### config.mk
export PLATFORM = sky130hd
export DESIGN_NAME = mem_access
export DESIGN_NICKNAME = d
export VERILOG_FILES = /design/src/rtl/mem_access.sv
export SDC_FILE = /design/constraint.sdc
export NUM_CORES = 1
export LEC_CHECK = 0
export CAP_MARGIN = 0
export CORE_AREA = 2 2 164 166
export CTS_CLUSTER_SIZE = 8
export DETAILED_ROUTE_END_ITERATION = 16
export DIE_AREA = 0 0 166 168
export PLACE_DENSITY = 0.58
export SLEW_MARGIN = 15
export SYNTH_ARGS = -nofsm -noshare
export SYNTH_HDL_FRONTEND = slang
export SYNTH_SLANG_ARGS = --single-unit
### constraint.sdc
create_clock -name clock -period 1.8 [get_ports clock]
set_clock_uncertainty 0.05 [all_clocks]
set_input_delay 0.36 -clock clock [delete_from_list [all_inputs] [get_ports clock]]
set_output_delay 0.36 -clock clock [all_outputs]
set_load 0.01 [all_outputs]
### src/rtl/mem_access.sv
// Memory-access pipeline stage: data-memory req/ready sequencing, load extension,
// store lane steering, branch resolution and the MEM/WB pipeline register.
module mem_access (
   input  logic        clock,
   input  logic        reset,
   input  logic [31:0] mem_pc,
   input  logic [31:0] target_pc,
   input  logic [31:0] reg_pc,
   input  logic        mem_isbranch,
   input  logic        mem_isjump,
   input  logic        mem_memread,
   input  logic        mem_memwrite,
   input  logic        mem_regwrite,
   input  logic [1:0]  mem_memtoreg,
   input  logic        mem_zero,
   input  logic [31:0] mem_aluresult,
   input  logic [31:0] mem_rs2_data,
   input  logic [2:0]  mem_funct3,
   input  logic [4:0]  mem_rd,
   output logic        dmem_req,
   output logic        dmem_we,
   output logic [31:0] dmem_addr,
   output logic [31:0] dmem_wdata,
   output logic [3:0]  dmem_wstrb,
   input  logic        dmem_ready,
   input  logic [31:0] dmem_rdata,
   output logic        pcsrc,
   output logic [31:0] branch_target,
   output logic        mem_stall,
   output logic        misalign,
   output logic        wb_regwrite,
   output logic [1:0]  wb_memtoreg,
   output logic [31:0] wb_aluresult,
   output logic [31:0] wb_readdata,
   output logic [31:0] wb_reg_pc,
   output logic [4:0]  wb_rd,
   output logic        fsm_state
);

   typedef enum logic {IDLE = 1'b0, WAIT = 1'b1} state_t;
   state_t state;

   logic        access;
   logic        aligned_access;
   logic        taken;
   logic [7:0]  ld_byte;
   logic [15:0] ld_half;
   logic [31:0] load_data;
   logic [31:0] store_wdata;
   logic [3:0]  store_strb;

   assign fsm_state      = state;
   assign access         = mem_memread | mem_memwrite;
   assign aligned_access = access & ~misalign;

   // Handshake: a transfer completes in any cycle where dmem_req and dmem_ready are
   // both high; req stays high with stable addr/we/wdata/wstrb until then, and ready
   // seen while req is low means nothing. Reset drops req immediately.
   assign dmem_req      = aligned_access & reset;
   assign dmem_we       = dmem_req & mem_memwrite;
   assign dmem_addr     = {mem_aluresult[31:2], 2'b00};
   assign dmem_wdata    = store_wdata;
   assign dmem_wstrb    = dmem_we ? store_strb : 4'b0000;
   assign mem_stall     = aligned_access & ~(dmem_req & dmem_ready);
   assign branch_target = target_pc;
   assign pcsrc         = mem_isjump | (mem_isbranch & taken);

   always_comb begin
      misalign = 1'b0;
      if (access) begin
         if (mem_funct3[1:0] == 2'b01)
            misalign = mem_aluresult[0];
         else if (mem_funct3[1:0] == 2'b10)
            misalign = (mem_aluresult[1:0] != 2'b00);
      end
   end

   // BEQ/BNE come from a SUB, the ordered compares from SLT/SLTU (zero = not less).
   always_comb begin
      taken = 1'b0;
      case (mem_funct3)
         3'b001, 3'b100, 3'b110: taken = ~mem_zero;
         3'b000, 3'b101, 3'b111: taken = mem_zero;
         default:                taken = 1'b0;
      endcase
   end

   always_comb begin
      ld_byte = dmem_rdata[7:0];
      case (mem_aluresult[1:0])
         2'b00: ld_byte = dmem_rdata[7:0];
         2'b01: ld_byte = dmem_rdata[15:8];
         2'b10: ld_byte = dmem_rdata[23:16];
         2'b11: ld_byte = dmem_rdata[31:24];
         default: ld_byte = dmem_rdata[7:0];
      endcase
      ld_half = mem_aluresult[1] ? dmem_rdata[31:16] : dmem_rdata[15:0];
      case (mem_funct3)
         3'b000:  load_data = {{24{ld_byte[7]}}, ld_byte};
         3'b001:  load_data = {{16{ld_half[15]}}, ld_half};
         3'b100:  load_data = {24'd0, ld_byte};
         3'b101:  load_data = {16'd0, ld_half};
         default: load_data = dmem_rdata;
      endcase
   end

   always_comb begin
      case (mem_funct3[1:0])
         2'b00: begin
            store_wdata = {4{mem_rs2_data[7:0]}};
            store_strb  = 4'b0001 << mem_aluresult[1:0];
         end
         2'b01: begin
            store_wdata = {2{mem_rs2_data[15:0]}};
            store_strb  = 4'b0011 << mem_aluresult[1:0];
         end
         default: begin
            store_wdata = mem_rs2_data;
            store_strb  = 4'b1111;
         end
      endcase
   end

   always_ff @(posedge clock or negedge reset) begin
      if (!reset) begin
         state        <= IDLE;
         wb_regwrite  <= 1'b0;
         wb_memtoreg  <= 2'b00;
         wb_aluresult <= 32'd0;
         wb_readdata  <= 32'd0;
         wb_reg_pc    <= 32'd0;
         wb_rd        <= 5'd0;
      end else begin
         case (state)
            IDLE:    state <= (dmem_req && !dmem_ready) ? WAIT : IDLE;
            WAIT:    state <= (dmem_req && !dmem_ready) ? WAIT : IDLE;
            default: state <= IDLE;
         endcase
         if (mem_stall) begin
            wb_regwrite  <= 1'b0;
            wb_memtoreg  <= 2'b00;
            wb_aluresult <= 32'd0;
            wb_readdata  <= 32'd0;
            wb_reg_pc    <= 32'd0;
            wb_rd        <= 5'd0;
         end else begin
            wb_regwrite  <= mem_regwrite & ~misalign;
            wb_memtoreg  <= mem_memtoreg;
            wb_aluresult <= mem_aluresult;
            wb_readdata  <= mem_memread ? load_data : 32'd0;
            wb_reg_pc    <= reg_pc;
            wb_rd        <= mem_rd;
         end
      end
   end

endmodule

; Yosys cells after proc, flatten, opt, wreduce, memory -nomap -nowiden
; Index checks and enable logic that the tools add are counted.
[totals]
ff_bits = 105
inputBits = 211
output_inout_bits = 210
[op_classes]
n_eq_ne = 10
n_shift = 2
n_mux = 18
n_bitwise = 12
reduce_logical = 8
[op_table]
columns = cell, n
row1 = $mux W32, 4
row2 = $pmux W32 S4, 1
row3 = $pmux W32 S2, 1
row4 = $pmux W8 S4, 1
row5 = $mux W16, 1
row6 = $eq A3 B3 Y1 const B, 4
row7 = $pmux W4 S2, 1
row8 = $and A1 B1 Y1, 7
row9 = $eq A2 B2 Y1 const B, 3
row10 = $reduce_or A3 Y1, 2
row11 = $mux W1, 5
row12 = $mux W5, 1
row13 = $eq A2 B1 Y1 const B, 2
row14 = $logic_not A2 Y1, 2
row15 = $mux W4, 1
row16 = $shl A1 B2 Y4 const A, 1
row17 = $shl A2 B2 Y4 const A, 1
row18 = $eq A3 B1 Y1 const B, 1
row19 = $logic_not A3 Y1, 1
row20 = $not A1 Y1, 3
row21 = $mux W2, 1
row22 = $or A1 B1 Y1, 2
row23 = $pmux W1 S2, 1
row24 = $reduce_bool A2 Y1, 1
row25 = 2 further kinds, 2

; Logic depth before layout (Yosys ltp)
[logic_depth]
ltp_word = 11
depth_mapped = 6

; Worst setup path after synthesis
; No wires, ideal clock.
[synth_path]
path_kind = input to output
startpoint = input port mem_funct3[0]
endpoint = output port dmem_wdata[28]
arrival_ps = 1393
required_time_ps = 1390
slack_ps = -3
cell_stages = 5
n_path_buf = 3
path_cell_list = clkbuf_1 -> buf_2 -> buf_2 -> mux2i_1 -> o21ai_0
[synth_via]
elab_chain_len = 2
word_cells_on_any_way = 3
cone_classes = 1 x eq/ne / 1 x mux / 1 x reduce/logical
[synth_rtl]
columns = element, line_no
row1 = "start, declared", 18  ; input logic [2:0] mem_funct3,
row2 = $eq A2 B1 Y1 / $logic_not A2 Y1 (equally long branches), 108  ; case (mem_funct3[1:0])
row3 = $pmux W32 S2 *, 108
row4 = "end, declared", 23  ; output logic [31:0] dmem_wdata,
; Every way passes the cells marked *; elsewhere a longest branch is shown, timed or not.

; Final worst setup path
[layout_path]
startpoint = input port mem_funct3[0]
endpoint = output port dmem_wdata[15]
; Same word-level chain as after synthesis.

==> impl_metrics.toml <==
[run_status]
status = "finished, final reports clean"

[cts]
h-tree-depth = 3
cts_root_buf = "clkbuf_16"
clk_pin_slew_ns = 0.07
numCtsBuffers = 9
clock_path_buffers = 2
cts_tree = "yes"
cts_sinks = 105

[synthesis]
syn_area_per_cell_um2 = 10.54
synth-xor-area-share_pct = 0.1779
ys.flop_type = "dfrtp_1"
ys_types = 33
syn_inst = 467
synth-edff-count = 0
synth.area.top_cells = "dfrtp_1 (53%), buf_4 (11%), nor2b_1 (9.4%), mux2_2 (4.8%), nand2_1 (2.6%)"
syn_area_um2 = 4922
synth_compound_area_share_pct = 6.787
synth-seq-cells = 105
synth_seq_area_share_pct = 53.38
synth_top_family_by_area = "simple AND/OR/NAND/NOR gates"
synth_fa_ha_area_share_pct = 0
ys_async_sr_fraction_pct = 100.0
synth_top_area_cell = "dfrtp_1"
synthMuxAreaShare_pct = 7.245
synth_top_area_share_pct = 53.38
ys_warn_count = 0
synth-simple-area-share_pct = 17.82

[setup_path]
required_ns = 1.39
cp_slowest_stage_delay_ns = 0.33
crit_fanout = 5
cp.arrival_ns = 1.37
cp_slowest_cell = "mux2_2"
path_cells = "buf_6, buf_8, nor2_4, buf_12, buf_12, mux2_2, buf_6"
startpoint_type = "input port"
cp-end-kind = "output pin"
critPathKind = "input port to output pin"

[drt]
drc_errors = 0
dr.pass1.iters = 4
first_iter_violations = 205
routed_wl_um = 19200
detail-route-antenna-nets = 0
drt-vias-per-instance = 3.929
wire_per_inst_um = 17.12
num_vias = 4408

[floorplanning]
fp-row-count = 60
dieArea_um2 = 27890
io_pins = 421
initial_core_util_pct = 18.68
design.core.area_um2 = 26350
die_w_um = 166
die_h_um = 168

[timing]
fmax_mhz = 561.1
final_hold_viol_count = 0
rsz0062_at_grt = "yes"
fin_crit_ns = 1.782
relSlewSlack_pct = 63.58
min_period_over_period_pct = 99.01
finalSetupViolations = 0
finalMaxSlewViolations = 0
layout_setup_ws_ns = 0.01777
tightest_slew_ns = 0.5463

[global_routing]
use_met2_pct = 25.13
antenna_found_initial = 2
track_usage_pct = 13.43
met3_usage_pct = 3.949
grt_overflow = 0
grt_pass1_vias = 4563
grt_pass1_wl_um = 28140
grt_max_degree = 71
grt.busiest_layer = "met2"
grtUsageMet1_pct = 13.95

[place]
portBuffers = 322
post-place-ws_ns = -0.8527
dpl.hpwl_um = 15310
gp_congestion = 0.8031
dp_cells = 1093

[power]
p_leak_nw = 3.997
p_comb_share_pct = 26.3
netSwitchingPower_mw = 1.739
seq_power_share_pct = 40.4
internal_power_mw = 4.612
irDropWorstVdd_uv = 442.4
clkPwrFrac_pct = 33.3
swShare_pct = 27.38
pwr_density_cell_nw_per_um2 = 716.7
power_mw = 6.351

[hold_path]
hold_class = "input port to asynchronous set/reset pin"

[layout]
fillers = 2702
multi_input_area_um2 = 1658
nets = 985
seq_area_um2 = 2628
final_cells = 1122
syn2layout_area_growth_pct = 80.02
post-route-util_pct = 33.63
drive_above_1_share_pct = 19.13

[flow_run]
drv_cap = 0
-- power groups by stage --
| stage | combinational (mW) | sequential [mW] | clock [mW] |
|---|---|---|---|
| floorplan | 0.562 | 2.71 | 0 |
| global placement | 1.69 | 2.61 | 0 |
| detailed placement | 1.70 | 2.62 | 0 |
| CTS | 1.68 | 2.57 | 2.22 |
| global route | 1.80 | 2.58 | 2.29 |
| finish | 1.67 | 2.57 | 2.12 |
-- cells in the final DEF, fill, tap and decap left out, drive strengths merged --
cell type      instances
dlymetal6s2s          11
a31oi                  1
nand3b                 3
conb                   2
clkdlybuf4s15          4
a21o                   6
a221o                  1
dlygate4sd3            1
o21ai                 20
nand2b                 4
a221oi                 9
xor2                   1
nor2                  22
a21oi                 12
mux2                  21
clkbuf                12
buf                   92
nor3b                  2
clkdlybuf4s50        239
clkinv                 2
nor2b                 74
mux2i                 12
clkinvlp               1
dlygate4sd2           44
nor3                  17
diode                  2
o21a                   2
inv                   15
nor4                   1
o21bai                 1
nand2                 34
dfrtp                105
and2                   1
nand3                  6
bufinv                 1
-- layer usage --
layer / vias to the layer above / share of wire (%) / wire [um]
li1: 2061 / - / -
met1: 2061 / 36 / 6955
met2: 248 / 53 / 10130
met3: 36 / 7.6 / 1466
met4: 2 / 3.3 / 634
met5: - / 0.083 / 16
-- area by class of cell --
cell class,count,area share (%)
antenna,2,0.05648
clock buffer,9,2.542
clock inverter,7,1.087
inverter,12,0.5083
multi-input combinational,252,18.71
sequential,105,29.65
tap,341,4.815
timing repair buffer,394,42.63
-- synthesized netlist by cell type, types with 2 or more instances --
library cell / number
a21o_1: 6
a21oi_1: 11
a221oi_1: 9
buf_2: 16
buf_4: 74
clkbuf_1: 8
dfrtp_1: 105
inv_1: 12
mux2_2: 21
mux2i_1: 12
nand2_1: 34
nand2b_1: 4
nand3_1: 6
nand3b_1: 3
nor2_1: 21
nor2b_1: 74
nor3_1: 16
nor3b_1: 2
o21a_1: 2
o21ai_0: 17
o21ai_2: 2
-- cell families (layout without fill, tap and decap cells) --
kind of cell              count (synthesis)  in the layout
and+or+nand+nor                         164            164
AOI/OAI and AO/OA                        52             52
buffers and inverters                   111            422
DFF                                     105            105
other                                     1              4
xor gates and xnor gates                  1              1
muxes                                    33             33
-- worst max-delay path, delay by kind of cell --
kind	cells	cell delay (ns)
buf+inv	5	0.57
mux	1	0.33
simple gates	1	0.11
-- final timing paths --
kind / startpoint / to / slack, ns / depth (start not counted)
setup / recovery: mem_funct3[0] / dmem_wdata[15] / 0.02 / 7
hold / removal: reset / wb_aluresult[23]$_DFF_PN0_ / 0.05 / 2
max in group asynchronous: reset / wb_reg_pc[19]$_DFF_PN0_ / 0.78 / 3
min in group clock: mem_aluresult[0] / wb_aluresult[0]$_DFF_PN0_ / 0.43 / 3
-- through the flow --
step           area, um^2  TNS (ns)  hold WS [ns]
2_1_floorplan        4926         0       0.01441
3_3_place_gp         8407    -74.41        0.2972
3_5_place_dp         8407    -74.24        0.2956
4_1_cts              8762  -0.06836       0.06062
5_1_grt              8859  -0.02581       0.07784
6_report             8861         0       0.05234
-- timing repair --
| item | in CTS | in global routing |
|---|---|---|
| endpoints found under the hold margin | 2 | 0 |
| hold buffers | 1 | 0 |
| buffers inserted | 8 | 3 |
| pin swaps | 6 | 4 |
| gates resized for setup | 168 | 31 |
| endpoints found under the setup margin | 164 | 21 |
-- registers in the layout, indices dropped and copies added, names as in the netlist --
signal	cells
wb_reg_pc	32
wb_readdata	32
wb_regwrite	1
wb_rd	5
wb_aluresult	32
fsm_state	1
wb_memtoreg	2
No activity file was read; power rests on OpenSTA's default activity.
